**config.mk**
```make
export PLATFORM = sky130hd
export DESIGN_NAME = alu_sub_wb
export DESIGN_NICKNAME = d
export VERILOG_FILES = /design/src/rtl/alu_pkg.sv /design/src/rtl/sync_fifo.sv /design/src/rtl/alu_sub_wb.sv
export SDC_FILE = /design/constraint.sdc
export NUM_CORES = 1
export LEC_CHECK = 0
export CAP_MARGIN = 20
export CORE_MARGIN = 2
export CORE_UTILIZATION = 40
export DETAILED_ROUTE_END_ITERATION = 8
export HOLD_SLACK_MARGIN = 0.03
export PLACE_DENSITY = 0.68
export RECOVER_POWER = 50
export SYNTH_ARGS = -nofsm -noshare
export SYNTH_HDL_FRONTEND = slang
export SYNTH_SLANG_ARGS = --single-unit
```
**constraint.sdc**
```tcl
create_clock -name clk -period 2.6 [get_ports clk]
set_input_delay 0.78 -clock clk [delete_from_list [all_inputs] [get_ports clk]]
set_output_delay 0.78 -clock clk [all_outputs]
set_load 0.005 [all_outputs]
```
**src/rtl/alu_pkg.sv**
```systemverilog
// Shared types and constants for the subtractor writeback/flag stage.
package alu_pkg;

    localparam int unsigned DATA_W   = 16;
    localparam int unsigned WB_TAG_W = 3;

    localparam int unsigned FLAG_Z = 0;
    localparam int unsigned FLAG_N = 1;
    localparam int unsigned FLAG_C = 2;
    localparam int unsigned FLAG_V = 3;

    typedef struct packed {
        logic [WB_TAG_W-1:0] tag;
        logic [DATA_W-1:0]   data;
        logic [3:0]          flags;
    } wb_entry_t;

endpackage

```
**src/rtl/sync_fifo.sv**
```systemverilog
// Synchronous FIFO with occupancy output; head data holds its last value once drained.
module sync_fifo #(
    parameter int unsigned WIDTH = 8,
    parameter int unsigned DEPTH = 2,
    localparam int unsigned PTR_W = $clog2(DEPTH),
    localparam int unsigned LVL_W = PTR_W + 1
) (
    input  logic             clk,
    input  logic             rst,
    input  logic             push,
    input  logic [WIDTH-1:0] push_data,
    input  logic             pop_ready,
    output logic             pop_valid,
    output logic [WIDTH-1:0] pop_data,
    output logic [LVL_W-1:0] level
);

    logic [WIDTH-1:0] mem [DEPTH];
    logic [PTR_W-1:0] wr_ptr_q, rd_ptr_q;
    logic [LVL_W-1:0] level_q;
    logic [WIDTH-1:0] hold_q;
    logic             pop;

    assign pop_valid = (level_q != '0);
    assign pop       = pop_valid && pop_ready;
    // hold_q keeps the last popped entry visible while empty (zero after reset)
    assign pop_data  = pop_valid ? mem[rd_ptr_q] : hold_q;
    assign level     = level_q;

    always_ff @(posedge clk or negedge rst) begin
        if (!rst) begin
            wr_ptr_q <= '0;
            rd_ptr_q <= '0;
            level_q  <= '0;
            hold_q   <= '0;
        end else begin
            if (push) begin
                wr_ptr_q <= wr_ptr_q + PTR_W'(1);
            end
            if (pop) begin
                rd_ptr_q <= rd_ptr_q + PTR_W'(1);
                hold_q   <= mem[rd_ptr_q];
            end
            level_q <= level_q + LVL_W'(push) - LVL_W'(pop);
        end
    end

    always_ff @(posedge clk) begin
        if (push) begin
            mem[wr_ptr_q] <= push_data;
        end
    end

    no_overflow: assert property (@(posedge clk) disable iff (!rst)
        push |-> (level_q < LVL_W'(DEPTH)));

endmodule

```
**src/rtl/alu_sub_wb.sv**
```systemverilog
// Writeback/flag stage behind a registered 16-bit subtractor: issues operands,
// derives Z/N/C/V from the registered difference and queues results for writeback.
module alu_sub_wb
    import alu_pkg::*;
#(
    parameter int unsigned TAG_W = 3,
    parameter int unsigned DEPTH = 2,
    localparam int unsigned LVL_W = $clog2(DEPTH) + 1
) (
    input  logic              clk,
    input  logic              rst,
    input  logic              in_valid,
    output logic              in_ready,
    input  logic [15:0]       in_a,
    input  logic [15:0]       in_b,
    input  logic [TAG_W-1:0]  in_tag,
    output logic [15:0]       sub_a,
    output logic [15:0]       sub_b,
    input  logic [15:0]       sub_diff,
    output logic              out_valid,
    input  logic              out_ready,
    output logic [15:0]       out_data,
    output logic [TAG_W-1:0]  out_tag,
    output logic [3:0]        out_flags,
    output logic [LVL_W-1:0]  level
);

    if (TAG_W != WB_TAG_W) begin : g_tag_w_check
        $error("alu_sub_wb: TAG_W must equal alu_pkg::WB_TAG_W");
    end

    logic             pipe_valid_q;
    logic [TAG_W-1:0] tag_q;
    logic             a15_q, b15_q, borrow_q;
    logic             accept;
    wb_entry_t        push_entry, head_entry;

    assign sub_a = in_a;
    assign sub_b = in_b;

    // Conservative credit: the in-flight op holds a slot; a same-cycle pop frees nothing.
    assign in_ready = ({1'b0, level} + {{LVL_W{1'b0}}, pipe_valid_q}) < (LVL_W + 1)'(DEPTH);
    assign accept   = in_valid && in_ready;

    always_ff @(posedge clk or negedge rst) begin
        if (!rst) begin
            pipe_valid_q <= 1'b0;
            tag_q        <= '0;
            a15_q        <= 1'b0;
            b15_q        <= 1'b0;
            borrow_q     <= 1'b0;
        end else begin
            pipe_valid_q <= accept;
            if (accept) begin
                tag_q    <= in_tag;
                a15_q    <= in_a[DATA_W-1];
                b15_q    <= in_b[DATA_W-1];
                borrow_q <= (in_a < in_b);
            end
        end
    end

    always_comb begin
        push_entry              = '0;
        push_entry.tag          = tag_q;
        push_entry.data         = sub_diff;
        push_entry.flags[FLAG_Z] = (sub_diff == '0);
        push_entry.flags[FLAG_N] = sub_diff[DATA_W-1];
        push_entry.flags[FLAG_C] = borrow_q;
        push_entry.flags[FLAG_V] = (a15_q != b15_q) && (sub_diff[DATA_W-1] != a15_q);
    end

    sync_fifo #(
        .WIDTH ($bits(wb_entry_t)),
        .DEPTH (DEPTH)
    ) u_fifo (
        .clk       (clk),
        .rst       (rst),
        .push      (pipe_valid_q),
        .push_data (push_entry),
        .pop_ready (out_ready),
        .pop_valid (out_valid),
        .pop_data  (head_entry),
        .level     (level)
    );

    assign out_data  = head_entry.data;
    assign out_tag   = head_entry.tag;
    assign out_flags = head_entry.flags;

endmodule
```
==> impl_metrics.tcl, run 1 <==
set metrics [dict create \
    cp-end-kind "output port" \
    grt_antenna_before_repair 0 \
    ioPinCount 114 \
    area_growth_syn_to_layout_pct 38.1 \
    critPathMaxFanout 2 \
    num-nets-final 482 \
    synth-xor-area-share_pct 0.953 \
    drt_iter0_drc 119 \
    p_leak_uw 0.00215 \
    start_util_pct 41.8 \
    synth_top_area_cell "edfxtp_1" \
    synth-seq-cells 77 \
    min_path_type "register to register" \
    critical_path_class "primary input to output port" \
    synthAdderAreaFrac_pct 5.78 \
    synthesis.instances 316 \
    p_sw_share_pct 33.6 \
    min_path_cells 0 \
    final_common_cell "clkdlybuf4s50_1" \
    synth_edf_count 44 \
    wl_mm 7.55 \
    cp.arrival_ns 1.80 \
    cp_common_cell "clkdlybuf4s50_1" \
    rsz0062_at_grt "yes" \
    period_needed_ns 2.58 \
    rr_worst_depth 2 \
    slowest_stage "clkdlybuf4s50_1" \
    setup_violations 0 \
    finalHoldViolCount 0 \
    htree_levels 3 \
    finalCritPeriodShare_pct 99.1 \
    violations "max-capacitance violations, max-slew violations" \
    seq_power_share_pct 38.9 \
    grt_pass1_vias 2498 \
    syn_avg_cell_area_um2 11.6 \
    coreArea_mm2 0.00881 \
    syn_area_mm2 0.00368 \
    drc 0 \
    use_met3_pct 5.36 \
    start_kind "primary input" \
    syn-num-nets 388 \
    globalRouteOverflowTotal 0 \
    via_per_inst 4.96 \
    layout_common_cells "clkdlybuf4s50_1 (71), edfxtp_1 (44), dfrtp_1 (32)" \
    design.die.area_mm2 0.00998 \
    port_buffers 113 \
    postCtsHoldBufs 0 \
    drv_slew 34 \
    comb_power_share_pct 43.3 \
    crit_family "buffers and inverters" \
    grt_max_degree 47 \
    finalNonFillerCells 523 \
    cts.reportedPaths.clkPinSlew_ns 0.08 \
    finalWeightedCongestion 0.695 \
    fmaxAchievable_mhz 388 \
    worstSkewPairLatency_ns 0.34 \
    antenna_cells 0 \
    path_depth 2 \
    ys.flop_type "edfxtp_1" \
    busiest_layer "met2" \
    grt_pass1_wl_mm 11.6 \
    cts_root_buf "clkbuf_8" \
    ys_warn_count 0 \
    synth.area.mux_share_pct 7.21 \
    p_int_uw 3320 \
    synthTopCellsByArea "edfxtp_1 (36%), dfrtp_1 (22%), buf_4 (6.9%), mux2i_1 (6.0%), ha_1 (5.8%)" \
    row_count 34 \
    fp.dieH_um 99.9 \
    worst_pin_slew_ns 1.91 \
    fin_total_pwr_uw 5000 \
    hpwl_mm 5.01 \
    met1_usage_pct 18.4 \
    num_vias 2592 \
    slowest_delay_ns 0.52 \
    yosysTopAreaCellShare_pct 35.9 \
    power.share.clock_pct 17.9 \
    relSlewSlack_pct -27.0 \
    numPlacedInstances 501 \
    synth_cell_types 35 \
    firstDrtPassIters 4 \
    crit_chain "clkdlybuf4s50_1 > clkdlybuf4s50_1" \
    wl_per_cell_um 14.4 \
    synthSimpleGateAreaFrac_pct 8.30 \
    synth_top_family_by_area "buffers and inverters" \
    max-vdd-ir-drop_mv 0.352 \
    p_sw_uw 1680 \
    cts_buffers 9 \
    grtUsageMet2_pct 25.1 \
    cts_tree "built" \
    ant_nets 0 \
    synth_compound_area_share_pct 8.95 \
    status "complete, but fails checks" \
    drive_above_1_share_pct 14.2 \
    crit_buf_inv 2 \
    cp.required_ns 1.82 \
    postLayoutCoreUtil_pct 57.7 \
    async_reset_ff_share_pct 42.9 \
    yosysSeqAreaShare_pct 58.4 \
    grt_use_total_pct 14.8 \
    fin_skew_ns 0.0107 \
    cts_max_path_buffers 2 \
    powerDensity_mw_per_mm2 984 \
    drv_cap 1 \
    clkSinkCount 77 \
    die_w_um 99.9 \
]
==> cell type report <==
class	instances	area [um2]
Clock buffer	9	124
Fill cell	747	3730
Clock inverter	7	75.1
Timing Repair Buffer	128	1290
Inverter	20	75.1
Multi-Input combinational cell	174	1240
Tap cell	108	135
Sequential cell	77	2150
==> synthesized netlist by cell type (2+ instances only) <==
master	number
a21oi_1	26
and4_1	3
buf_1	2
buf_2	8
buf_4	34
dfrtp_1	33
edfxtp_1	44
ha_1	17
inv_1	20
mux2_2	4
mux2i_1	22
nand2_1	27
nand2b_1	2
nor2_1	24
nor4_1	4
o21ai_0	25
xnor2_1	3
==> path summary, 6_finish.rpt <==
path                                   startpoint                            end  slack (ns)
setup reg to reg           pipe_valid_q$_DFF_PN0_     u_fifo.mem[0][7]$_DFFE_PP_        0.57
setup / recovery                          in_b[8]                       sub_b[8]        0.02
min in group asynchronous                     rst  u_fifo.hold_q[15]$_DFFE_PN0P_        0.95
hold reg to reg              tag_q[0]$_DFFE_PN0P_    u_fifo.mem[0][20]$_DFFE_PP_        0.47
max in group asynchronous                     rst    u_fifo.rd_ptr_q$_DFFE_PN0P_        0.41
hold / removal               tag_q[0]$_DFFE_PN0P_    u_fifo.mem[0][20]$_DFFE_PP_        0.47
==> layer usage <==
layer / share of wire, % / wire (um) / vias to the layer above
met3: 7.4 / 560 / 4
met5: 0 / 0 / -
met2: 49 / 3720 / 104
li1: - / - / 1262
met1: 43 / 3210 / 1222
met4: 0.72 / 54 / 0
==> metrics by stage <==
| step | area (um2) | hold WS [ns] | setup WS [ns] | setup TNS, ns |
|---|---|---|---|---|
| after floorplan | 3680 | 0.437 | 0.483 | 0 |
| after global placement | 4730 | 0.450 | -0.0137 | -0.0137 |
| after detailed placement | 4730 | 0.451 | -0.0248 | -0.0248 |
| after CTS | 4960 | 0.471 | -0.0780 | -0.494 |
| after global routing | 5080 | 0.498 | -0.0423 | -0.334 |
| final | 5080 | 0.468 | 0.0232 | 0 |
==> power by group through the flow <==
stage,clock [uW],combinational (uW),sequential (uW)
final,892,2160,1940
after global routing,967,2380,1990
after CTS,914,2020,1920
after detailed placement,0,2030,1960
after global placement,0,2000,1940
after floorplan,0,1080,1890
==> repair_timing <==
item                                    4_1_cts  5_1_grt
setup buffers                                 3        1
pin swaps                                     0        1
endpoints found under the setup margin       24        8
gates cloned                                  0        2
gates resized for setup                      27       27
==> kinds of logic (layout without fill, tap and decap cells) <==
family / after synthesis / after routing
buffers and inverters: 65 / 164
AND/OR/NAND/NOR: 67 / 67
flip-flops: 77 / 77
XOR/XNOR: 4 / 4
multiplexers: 26 / 26
AO/OA/AOI/OAI: 60 / 60
adder cells (fa/ha/maj): 17 / 17
==> sequential cells by signal, summed over array words and instances (netlist names) <==
signal,count
pipe_valid_q,1
a15_q,1
tag_q,3
u_fifo.rd_ptr_q,1
borrow_q,1
u_fifo.wr_ptr_q,1
u_fifo.mem,44
u_fifo.hold_q,22
b15_q,1
u_fifo.level,2
Note: power is estimated with default switching activity, not from simulation.
==> run 2: changes to the inputs <==
MAX_ROUTING_LAYER = met4   (was not set)
SKIP_LAST_GASP = 1   (was not set)
==> run 2 against run 1 <==
Against the previous run:
- the flow finishes with violations (max-capacitance violations, max-slew violations, negative setup slack)
- die area stayed put
- register-to-register slack better by 0.06 ns
- critical path depth is 3 higher
- maximum frequency is 3.3% lower
- wire length is 1.3% higher
- hold slack worse by 0.0017 ns
- flip-flop and latch count stayed put
==> impl_metrics.tcl, run 2 (synthesis results as in run 1) <==
set metrics [dict create \
    rr_worst_depth 2 \
    min_path_type "register to register" \
    ant_nets 0 \
    n_fill_cell 733 \
    cp.required_ns 1.82 \
    met1_usage_pct 18.7 \
    busiest_layer "met2" \
    fmaxAchievable_mhz 375 \
    worstSkewPairLatency_ns 0.34 \
    fp.dieH_um 99.9 \
    crit_chain "or2_4 > clkbuf_16 > nor2_1 > a21oi_2 > clkdlybuf4s50_1" \
    design.die.area_mm2 0.00998 \
    slowest_stage "clkdlybuf4s50_1" \
    grtUsageMet2_pct 25.1 \
    cts_buffers 9 \
    setup_tns_ns -0.295 \
    fin_ws_ns -0.0655 \
    row_count 34 \
    period_needed_ns 2.67 \
    num_vias 2603 \
    cp-end-kind "output port" \
    finalHoldViolCount 0 \
    use_met3_pct 4.53 \
    drv_cap 1 \
    antenna_cells 0 \
    fin_skew_ns 0.00810 \
    num-nets-final 484 \
    htree_levels 3 \
    final_common_cell "clkdlybuf4s50_1" \
    place_area_mm2 0.00473 \
    max-vdd-ir-drop_mv 0.384 \
    layout_common_cells "clkdlybuf4s50_1 (78), edfxtp_1 (44), dfrtp_1 (32)" \
    coreArea_mm2 0.00881 \
    hold_ws_ns 0.466 \
    cts.reportedPaths.clkPinSlew_ns 0.08 \
    drt_iter0_drc 106 \
    port_buffers 113 \
    start_kind "register" \
    drc 0 \
    design_area_mm2 0.00512 \
    violations "max-capacitance violations, max-slew violations, negative setup slack" \
    start_util_pct 41.8 \
    largest_register_ffs 44 \
    startpoint "u_fifo.level[1]$_DFF_PN0_" \
    critPathMaxFanout 10 \
    powerDensity_mw_per_mm2 996 \
    endpoint "out_flags[0]" \
    fin_total_pwr_uw 5100 \
    cts_root_buf "clkbuf_8" \
    grt_max_degree 47 \
    critical_path.reg2reg.endpoint "u_fifo.mem[0][17]$_DFFE_PP_" \
    grt_pass1_wl_mm 11.6 \
    drv_slew 34 \
    slowest_delay_ns 0.45 \
    drive_above_1_share_pct 13.4 \
    dp_worst_setup_slack_ns -0.0248 \
    globalRouteOverflowTotal 0 \
    wl_per_cell_um 14.6 \
    hpwl_mm 5.01 \
    die_w_um 99.9 \
    wl_mm 7.65 \
    finalWeightedCongestion 0.703 \
    p_leak_uw 0.00222 \
    relSlewSlack_pct -28.6 \
    cp.arrival_ns 1.89 \
    reg_top3 "u_fifo.mem x44, u_fifo.hold_q x22, tag_q x3" \
    r2r_setup_slack_ns 0.63 \
    reg2reg_from "pipe_valid_q$_DFF_PN0_" \
    worst_pin_slew_ns 1.93 \
    grt_antenna_before_repair 0 \
    rsz0062_at_grt "yes" \
    finalCritPeriodShare_pct 103 \
    via_per_inst 4.96 \
    grt_use_total_pct 15.3 \
    grt_pass1_vias 2503 \
    status "complete, but fails checks" \
    ioPinCount 114 \
    cts_max_path_buffers 2 \
    critical_path_class "register to output port" \
    area_growth_syn_to_layout_pct 39.2 \
    cts_tree "built" \
    firstDrtPassIters 4 \
    setup_violations 7 \
    regMostFlops "u_fifo.mem" \
    clkSinkCount 77 \
]
==> run 2: worst min path at each step <==
stage                               from                          end  slack [ns]  cells past startpoint
floorplan           tag_q[0]$_DFFE_PN0P_  u_fifo.mem[0][20]$_DFFE_PP_        0.44                      0
detailed placement  tag_q[0]$_DFFE_PN0P_  u_fifo.mem[0][20]$_DFFE_PP_        0.45                      0
CTS                 tag_q[0]$_DFFE_PN0P_  u_fifo.mem[0][20]$_DFFE_PP_        0.47                      0
global placement    tag_q[0]$_DFFE_PN0P_  u_fifo.mem[0][20]$_DFFE_PP_        0.45                      0
finish              tag_q[0]$_DFFE_PN0P_  u_fifo.mem[0][20]$_DFFE_PP_        0.47                      0
global route        tag_q[0]$_DFFE_PN0P_  u_fifo.mem[0][20]$_DFFE_PP_        0.50                      0
==> run 2: critical path, delay by kind of cell, from the launching register on <==
kind	cells	cell delay, ns
AOI/OAI and AO/OA	1	0.06
buffers and inverters	2	0.64
DFF	1	0.39
and+or+nand+nor	2	0.46
==> run 2: stage by stage <==
step | cells | util, %
final | 525 | 58.1
after global placement | 501 | 53.7
after floorplan | 316 | -
after global routing | 525 | 58.1
after CTS | 520 | 56.6
after detailed placement | 501 | 53.7
==> run 2: what timing repair did <==
| action | CTS | global route |
|---|---|---|
| gates cloned | 0 | 3 |
| buffers inserted | 3 | 2 |
| gates resized for setup | 12 | 26 |
| pin swaps | 0 | 1 |
| endpoints found under the setup margin | 24 | 23 |
| hold buffers | 0 | 0 |
==> run 2: area by class of cell <==
cell class	count	area (um2)	share of cell area, %
Clock inverter	7	75.1	1.47
Sequential cell	77	2150	42.0
Tap cell	108	135	2.64
Timing Repair Buffer	130	1350	26.3
Clock buffer	9	124	2.42
Multi-Input combinational cell	174	1210	23.7
Inverter	20	75.1	1.47
==> run 2: where the power goes <==
part / total [uW] / leakage (uW) / internal [uW] / switching, uW
Sequential: 1930 / 0.000804 / 1740 / 192
Clock: 887 / 0.0000918 / 446 / 442
Combinational: 2280 / 0.00133 / 1240 / 1040
Total: 5100 / 0.00222 / 3420 / 1680
==> run 2: metal layers <==
layer	routed length [um]	vias up
met3	486	5
met4	48	0
met5	0	-
li1	-	1267
met1	3250	1227
met2	3870	104
==> run 3: changes to the inputs <==
PLACE_DENSITY = 0.71   (was 0.68)
SLEW_MARGIN = 0   (was not set)
clock period = 2.18 ns   (was 2.6 ns; I/O delays follow)
==> run 3 against run 2 <==
Against the previous run:
- the flow finishes with violations (negative setup slack)
- clock skew is 0.0023 ns lower
- combinational power is 19% higher
- hold slack worse by 0.057 ns
- sequential power is 21% higher
- core utilization is 0.41 points higher
- critical endpoint is now out_valid
- wire length is 1.2% higher
- clock power is 38% higher
- register-to-register slack worse by 0.33 ns
- via count is 0.69% lower
- flip-flop and latch count stayed put
- die area stayed put
- non-clock buffer count stayed put
==> impl_metrics.tcl, run 3 (synthesis results as in run 1) <==
set metrics [dict create \
    drt_iter0_drc 88 \
    finalWeightedCongestion 0.724 \
    start_util_pct 41.8 \
    coreArea_mm2 0.00881 \
    p_leak_uw 0.00217 \
    critical_path.reg2reg.endpoint "u_fifo.level[1]$_DFF_PN0_" \
    area_growth_syn_to_layout_pct 40.2 \
    layout_common_cells "dlygate4sd2_1 (51), edfxtp_1 (44), clkdlybuf4s50_1 (40)" \
    grt_pass1_vias 2652 \
    row_count 34 \
    grt_max_degree 46 \
    cts_root_buf "clkbuf_8" \
    drive_above_1_share_pct 18.2 \
    postCtsHoldBufs 0 \
    grt_use_total_pct 16.6 \
    period_needed_ns 2.33 \
    htree_levels 3 \
    die_w_um 99.9 \
    finalNonFillerCells 525 \
    drv_slew 0 \
    num_vias 2585 \
    hold_ws_ns 0.409 \
    design.die.area_mm2 0.00998 \
    drv_cap 0 \
    firstDrtPassIters 4 \
    fp.dieH_um 99.9 \
    fin_skew_ns 0.00575 \
    grt_pass1_wl_mm 12.4 \
    drc 0 \
    relSlewSlack_pct 41.3 \
    cp.required_ns 1.53 \
    max-vdd-ir-drop_mv 0.487 \
    numPlacedInstances 505 \
    critical_path_class "register to output port" \
    num-nets-final 484 \
    finalHoldViolCount 0 \
    violations "negative setup slack" \
    regMostFlops "u_fifo.mem" \
    startpoint "u_fifo.level[0]$_DFF_PN0_" \
    powerDensity_mw_per_mm2 1220 \
    start_kind "register" \
    largest_register_ffs 44 \
    setup_violations 23 \
    cp.arrival_ns 1.68 \
    globalRouteOverflowTotal 0 \
    clkSinkCount 77 \
    fmaxAchievable_mhz 429 \
    min_path_type "primary input to async pin" \
    ioPinCount 114 \
    status "complete, but fails checks" \
    cts_max_path_buffers 2 \
    fin_ws_ns -0.152 \
    port_buffers 113 \
    final_common_cell "dlygate4sd2_1" \
    grt_antenna_before_repair 0 \
    cts.reportedPaths.clkPinSlew_ns 0.08 \
    cp-end-kind "output port" \
    cts_buffers 9 \
    cts_tree "built" \
    worstSkewPairLatency_ns 0.35 \
    worst_pin_slew_ns 0.881 \
    rsz0062_at_grt "yes" \
    via_per_inst 4.92 \
    hpwl_mm 5.25 \
    ant_nets 0 \
    wl_mm 7.75 \
    reg2reg_from "u_fifo.level[0]$_DFF_PN0_" \
    rr_worst_depth 9 \
    r2r_setup_slack_ns 0.30 \
    wl_per_cell_um 14.8 \
    setup_tns_ns -2.32 \
    critPathMaxFanout 13 \
    finalCritPeriodShare_pct 107 \
    antenna_cells 0 \
    reg_top3 "u_fifo.mem x44, u_fifo.hold_q x22, tag_q x3" \
]
run 3: critical path, cell delays in order (launching register included):
cell,delay (ns)
dfrtp_1,0.38
or2_4,0.33
buf_12,0.17
clkdlybuf4s50_1,0.44
run 3: final cells by class:
type / instances / area [um2]
fill: 704 / 3650
sequential: 77 / 2150
multi-input combinational: 174 / 1310
timing repair buffer: 130 / 1250
clock buffer: 10 / 149
tap: 108 / 135
clock inverter: 6 / 83.8
inverter: 20 / 75.1
run 3: timing repair:
action / CTS / global route
pin swaps: 2 / 1
hold endpoints to repair: 0 / 0
resized for setup: 96 / 22
setup buffers: 0 / 1
endpoints found under the setup margin: 57 / 25
gates cloned: 1 / 2
run 3: layer usage:
layer,share of wire (%),up-vias,GRT usage (%)
li1,-,1267,-
met1,41,1197,18.3
met2,52,108,29.6
met3,5.6,13,4.94
met4,1.4,0,4.11
met5,0,-,-
run 3: per-stage QoR:
step           utilization (%)  total power (uW)  setup slack, ns  instance area, um2
3_5_place_dp              53.9              4800           -0.205                4740
4_1_cts                   57.9              6180           -0.153                5090
6_report                  58.5              6280           -0.152                5150
3_3_place_gp              53.9              4710           -0.185                4740
2_1_floorplan                -              3550            0.189                3680
5_1_grt                   58.5              6710           -0.222                5150
run 3: where the power goes:
part	internal [uW]	leakage [uW]	switching (uW)
Combinational	1420	0.00126	1300
Sequential	2070	0.000804	274
Clock	707	0.000111	509
run 3: worst max path at each step:
stage                                end  slack [ns]  cells past startpoint
global route                 out_data[1]       -0.22                      5
floorplan                   out_flags[1]        0.19                      5
detailed placement  borrow_q$_DFFE_PN0P_       -0.21                      7
global placement    borrow_q$_DFFE_PN0P_       -0.19                      7
CTS                            out_valid       -0.15                      3
finish                         out_valid       -0.15                      3
